### src/rtl/fnd_scan_decoder.sv
// fnd_scan_decoder
//   Recovers the hex digits shown on a multiplexed 4-digit, common-anode
//   7-segment display by sniffing its segment and digit-select buses.
//   A bus pattern is acted on once, after it has been seen unchanged for
//   STABLE_CYCLES consecutive samples. This filters out ghosting and other
//   transitions that happen while the display scans from one digit to the next.
//
// Ports
//   clk          single clock, rising edge
//   reset        synchronous, active-high
//   seg[7:0]     active-low segments: [6:0] = g..a, [7] = dp
//   seg_common   active-low digit select, bit n low selects digit n
//   digits       recovered values, digits[4n+3:4n] = digit n
//   dp           recovered decimal points, active-high
//   valid_mask   bit n set once digit n has been written since reset
//   frame_done   1-cycle pulse when all four digits written since last pulse
//   err_code     1-cycle pulse: accepted pattern has an unknown segment code
//   err_common   1-cycle pulse: accepted pattern selects more than one digit
module fnd_scan_decoder #(
    parameter int STABLE_CYCLES = 4
) (
    input  logic        clk,
    input  logic        reset,
    input  logic [7:0]  seg,
    input  logic [3:0]  seg_common,
    output logic [15:0] digits,
    output logic [3:0]  dp,
    output logic [3:0]  valid_mask,
    output logic        frame_done,
    output logic        err_code,
    output logic        err_common
);

    localparam logic [3:0] SAT     = 4'(STABLE_CYCLES);
    localparam logic [3:0] SAT_M1  = 4'(STABLE_CYCLES - 1);
    localparam logic [11:0] IDLE   = 12'hFFF;   // seg = FF, common = 1111

    // {seg, seg_common} as sampled this cycle and on the cycle before.
    logic [11:0] sample;
    logic [11:0] prev;
    logic [3:0]  cnt;
    logic [3:0]  cnt_next;
    logic [3:0]  seen;

    logic        same;
    logic        accept;

    logic [7:0]  s_seg;
    logic [3:0]  s_com;
    logic [2:0]  n_low;
    logic [1:0]  idx;
    logic        code_ok;
    logic [3:0]  code_val;

    assign s_seg = sample[11:4];
    assign s_com = sample[3:0];
    assign same  = (sample == prev);

    // The counter reaches SAT on exactly one edge per stable run, so that
    // edge is the accept. Once saturated, it stays at SAT and does not
    // trigger a second accept.
    always_comb begin
        cnt_next = cnt;
        if (!same)
            cnt_next = 4'd1;
        else if (cnt != SAT)
            cnt_next = cnt + 4'd1;
    end

    assign accept = same && (cnt == SAT_M1);

    // Count how many digit selects are low.
    always_comb begin
        n_low = 3'd0;
        for (int i = 0; i < 4; i++)
            n_low = n_low + {2'b00, ~s_com[i]};
    end

    // Digit index. This result is only used when exactly one select is low.
    always_comb begin
        idx = 2'd0;
        case (s_com)
            4'b1110: idx = 2'd0;
            4'b1101: idx = 2'd1;
            4'b1011: idx = 2'd2;
            4'b0111: idx = 2'd3;
            default: idx = 2'd0;
        endcase
    end

    // Segment code to hex value. The code is active low (g..a).
    always_comb begin
        code_ok  = 1'b1;
        code_val = 4'h0;
        case (s_seg[6:0])
            7'h40: code_val = 4'h0;
            7'h79: code_val = 4'h1;
            7'h24: code_val = 4'h2;
            7'h30: code_val = 4'h3;
            7'h19: code_val = 4'h4;
            7'h12: code_val = 4'h5;
            7'h02: code_val = 4'h6;
            7'h78: code_val = 4'h7;
            7'h00: code_val = 4'h8;
            7'h10: code_val = 4'h9;
            7'h08: code_val = 4'hA;
            7'h03: code_val = 4'hB;
            7'h46: code_val = 4'hC;
            7'h21: code_val = 4'hD;
            7'h06: code_val = 4'hE;
            7'h0E: code_val = 4'hF;
            default: code_ok = 1'b0;
        endcase
    end

    always_ff @(posedge clk) begin
        if (reset) begin
            sample <= IDLE;
            prev   <= IDLE;
            cnt    <= 4'd0;
        end else begin
            sample <= {seg, seg_common};
            prev   <= sample;
            cnt    <= cnt_next;
        end
    end

    always_ff @(posedge clk) begin
        if (reset) begin
            digits     <= 16'h0;
            dp         <= 4'h0;
            valid_mask <= 4'h0;
            seen       <= 4'h0;
            frame_done <= 1'b0;
            err_code   <= 1'b0;
            err_common <= 1'b0;
        end else begin
            frame_done <= 1'b0;
            err_code   <= 1'b0;
            err_common <= 1'b0;
            if (accept) begin
                if (n_low > 3'd1) begin
                    err_common <= 1'b1;
                end else if (n_low == 3'd1) begin
                    if (!code_ok) begin
                        err_code <= 1'b1;
                    end else begin
                        digits[idx*4 +: 4] <= code_val;
                        dp[idx]            <= ~s_seg[7];
                        valid_mask[idx]    <= 1'b1;
                        // The write that completes the frame also restarts
                        // the next frame.
                        if ((seen | (4'b0001 << idx)) == 4'hF) begin
                            frame_done <= 1'b1;
                            seen       <= 4'h0;
                        end else begin
                            seen <= seen | (4'b0001 << idx);
                        end
                    end
                end
                // No select low (blank): nothing changes.
            end
        end
    end

endmodule

### config.mk
export PLATFORM = sky130hd
export DESIGN_NAME = fnd_scan_decoder
export DESIGN_NICKNAME = d
export VERILOG_FILES = /design/src/rtl/fnd_scan_decoder.sv
export SDC_FILE = /design/constraint.sdc
export NUM_CORES = 1
export LEC_CHECK = 0
export BUFFER_PORTS_ARGS = -buffer_cell sky130_fd_sc_hd__buf_2
export CORE_ASPECT_RATIO = 1.4
export CORE_MARGIN = 8
export CORE_UTILIZATION = 45
export CTS_CLUSTER_DIAMETER = 50
export DETAILED_ROUTE_END_ITERATION = 10
export MAX_ROUTING_LAYER = met4
export PLACE_DENSITY = 0.71
export SYNTH_ARGS = -nofsm -noshare
export SYNTH_HDL_FRONTEND = slang
export SYNTH_SLANG_ARGS = --single-unit
### constraint.sdc
create_clock -name clk -period 2.9 [get_ports clk]
set_input_delay 0.29 -clock clk [delete_from_list [all_inputs] [get_ports clk]]
set_output_delay 0.29 -clock clk [all_outputs]
set_load 0.02 [all_outputs]
==> results by group <==
Status
  – Status: complete, no violations

Drt
  – Drt initial violations: 69
  – Pre-antenna DRT Iters: 5
  – Routed vias/inst: ~5.2
  – DRC errors left: 0
  – Drt wl/cell: 13.60 um
  – Antenna-violating nets left: 0
  – Vias after detailed routing: ~2200
  – Drt total wl: around 5.6 mm

Final layout
  – Commonest cells after routing, fill and taps aside: 57 x dfxtp_1, 40 x buf_2, 26 x or2_2
  – Post-Layout Cell Count: about 420
  – Design Area, Final: around 3400 um^2
  – Layout fillers: just under 600
  – Area delta synth->final: 18.91%
  – Nets: between 300 and 400
  – Antenna Diode Count: 0
  – Commonest non-fill, non-tap cell in the layout: dfxtp_1
  – Layout cell share with drive strength beyond 1: 0.3324

Setup path
  – Worst Path Required: roughly 3100 ps
  – CP Class: reg2reg
  – Arr. time, crit path: ~3100 ps
  – Type of destination of the critical path: flop
  – CP max FO: 4
  – Startpoint types: flop

GRT
  – Number of global-route vias before repair: around 2100
  – GRT overflow: 0
  – First-pass GRT wire length: about 9.4 mm
  – Largest net degree at the start of global routing: 58
  – Total global-route track usage: 0.1286
  – Initial antenna violation count: 0

Clock network
  – Clk root buf: clkbuf_8
  – CTS HTree Levels: 3
  – Clock buffer depth: 2
  – Clock transition at path regs: 60 ps
  – Num CTS Buffers: 9
  – # clock sinks: 59
  – Insertion delay to the later sink of the worst-skew pair: between 300 and 400 ps
  – CTS tree: yes
  – Hold Buf Count CTS: 0

Synth
  – Area share of the largest cell type after synthesis: 0.4190
  – Area contributors post-synth: dfxtp_1 42%, ha_1 6.2%, or2_2 5.8%
  – Simple-Gate Fraction of Synth Area: 0.2574
  – Xor/xnor cell area share of the yosys netlist: 0.04660
  – Cell variety after synth: 43
  – Post-Synthesis Cells: a little under 300
  – Syn nets: around 330
  – Post-synthesis adder-cell area fraction: 0.06924
  – Compound-gate portion of the synthesized area: 0.08389
  – Synth Area per Inst: between 9 and 10 um^2
  – Yosys top cell by area: dfxtp_1
  – Synthesis-stage register bit count: 59
  – Largest family of logic cells by synthesized area: simple AND/OR/NAND/NOR gates
  – Post-synthesis mux area share: 0.07501
  – Mapped Area: about 2800 um^2
  – Seq/Total Area, Yosys: 0.4190
  – Synth warn: 0

Floorplan
  – Rows: 34
  – Initial Util: 0.4602
  – Die width: slightly above 80 um
  – Die Y: between 100 and 150 um
  – Number of I/O pins: 41
  – Die area: 9088 um^2
  – Core Area: about 6000 um^2

Pwr
  – Internal Power: between 0.001 and 0.0015 W
  – Leakage Power: 1.391 nW
  – Net Sw Frac: 0.2343
  – Flop pwr share: 0.503
  – Switch Pwr: 0.0003970 W
  – Power density cells: roughly 500 nW/um^2
  – Peak VDD IR: roughly 0.00028 V
  – Clock power share: 0.423
  – Final Power: about 0.0017 W
  – Comb power frac: 0.074

STA
  – Max-slew headroom: 0.4483
  – Hold_ws: 126.0 ps
  – Max-slew violations: 0
  – Final Hold Violating Endpoints: 0
  – Unrepaired setup endpoints after global routing: yes
  – Clk_skew: 5.356 ps
  – Setup WS post-layout: 6.749 ps
  – Final Setup Violations: 0
  – Final min period: roughly 2900 ps
  – Crit share post-route: 0.9977
  – Worst-margin pin slew: between 800 and 900 ps
  – Fmax: roughly 350 MHz

Placed design
  – Placed wire-length estimate: 4.048 mm
  – IO buf count: 40
  – Gpl congestion: approximately 0.85
  – Area post-placement: between 3000 and 4000 um^2
  – Placed cells: 401
  – Setup slack at placement: -95.04 ps

Flow run
  – Maxcap violations: 0

Worst hold path
  – Min-Delay Path Class: in2reg
## final timing paths
check	startpoint	to	slack [ps]	depth (start not counted)
min	seg[4]	sample[8]	130	2
min reg2reg	seen[1]	seen[1]	470	1
max reg2reg	sample[3]	digits[11]	7	11
max	sample[3]	digits[11]	7	11
## synthesized netlist by cell type, drive strengths merged
| library cell | n |
|---|---|
| dfxtp | 59 |
| or2 | 26 |
| nor2 | 22 |
| nand2b | 18 |
| ha | 14 |
| xnor2 | 13 |
| buf | 12 |
| nand2 | 12 |
| inv | 11 |
| mux2i | 11 |
| o21ai | 8 |
| and3 | 7 |
| clkbuf | 7 |
| mux2 | 7 |
| nor2b | 7 |
| nand3 | 6 |
| a21oi | 5 |
| a31oi | 5 |
| nor3 | 5 |
| o21a | 5 |
| nor3b | 4 |
| o32ai | 4 |
| nand4 | 3 |
| nor4b | 3 |
| o22ai | 3 |
| or3 | 3 |
| a41oi | 2 |
| nand3b | 2 |
| nand4b | 2 |
| nor4bb | 2 |
| xor2 | 2 |
| a211oi | 1 |
| a32oi | 1 |
| and3b | 1 |
| fa | 1 |
| nor4 | 1 |
| o22a | 1 |
| or4b | 1 |
## metrics by stage
step | TNS, ps | utilization
floorplan | 0 | -
global placement | 0 | 0.5074
detailed placement | -713.3 | 0.5074
CTS | -7.229 | 0.5398
global route | -1604 | 0.5472
finish | 0 | 0.5472
## cell families after synthesis
kind of cell,after synthesis
adders and majority gates,15
xor gates and xnor gates,15
buffers and inverters,30
muxes,18
and+or+nand+nor,125
DFF,59
AOI/OAI and AO/OA,35
## worst max-delay path, cell delays in order, from the launching register on
cell and delay [ps]:
dfxtp_2 330, fa_1 530, inv_1 40, ha_2 170, inv_2 70, ha_4 190, nand4b_1 190, or3_1 380
nor3_2 190, buf_4 150, and3_4 230, mux2_4 300
## flip-flops by register name, indices dropped and copies added (netlist names), 4 cells and up
| register | cells |
|---|---|
| cnt | 4 |
| valid_mask | 4 |
| digits | 16 |
| seen | 4 |
| dp | 4 |
| sample | 12 |
| prev | 12 |
## routing by layer
metal	part of all wire	global-route usage	up-vias
li1	-	-	1090
met1	0.42	0.1267	1013
met3	0.049	0.04967	9
met2	0.52	0.2206	48
met4	0.016	0.06045	0
met5	0	-	-
## power groups by stage
stage | Clock (W) | Sequential, W | Combinational (W)
floorplan | 0 | 0.000856 | 0.000103
global placement | 0 | 0.000869 | 0.000117
detailed placement | 0 | 0.000870 | 0.000120
CTS | 0.000730 | 0.000852 | 0.000121
global route | 0.000766 | 0.000856 | 0.000141
finish | 0.000716 | 0.000853 | 0.000126
## cell type report
type	instances	area [um^2]	share of cell area
Sequential cell	59	1184	0.3531
Clock buffer	11	141.4	0.04218
Multi-Input combinational cell	208	1562	0.4658
Tap cell	72	90.09	0.02688
Timing Repair Buffer	51	294.0	0.08772
Clock inverter	3	40.04	0.01194
Inverter	11	41.29	0.01232
## what timing repair did
| action | in CTS | in global routing |
|---|---|---|
| setup endpoints to repair | 15 | 23 |
| gates resized for setup | 5 | 14 |
| gates cloned | 0 | 0 |
| setup buffers | 0 | 1 |
| pin swaps | 0 | 6 |
No activity file was read; power rests on OpenSTA's default activity.
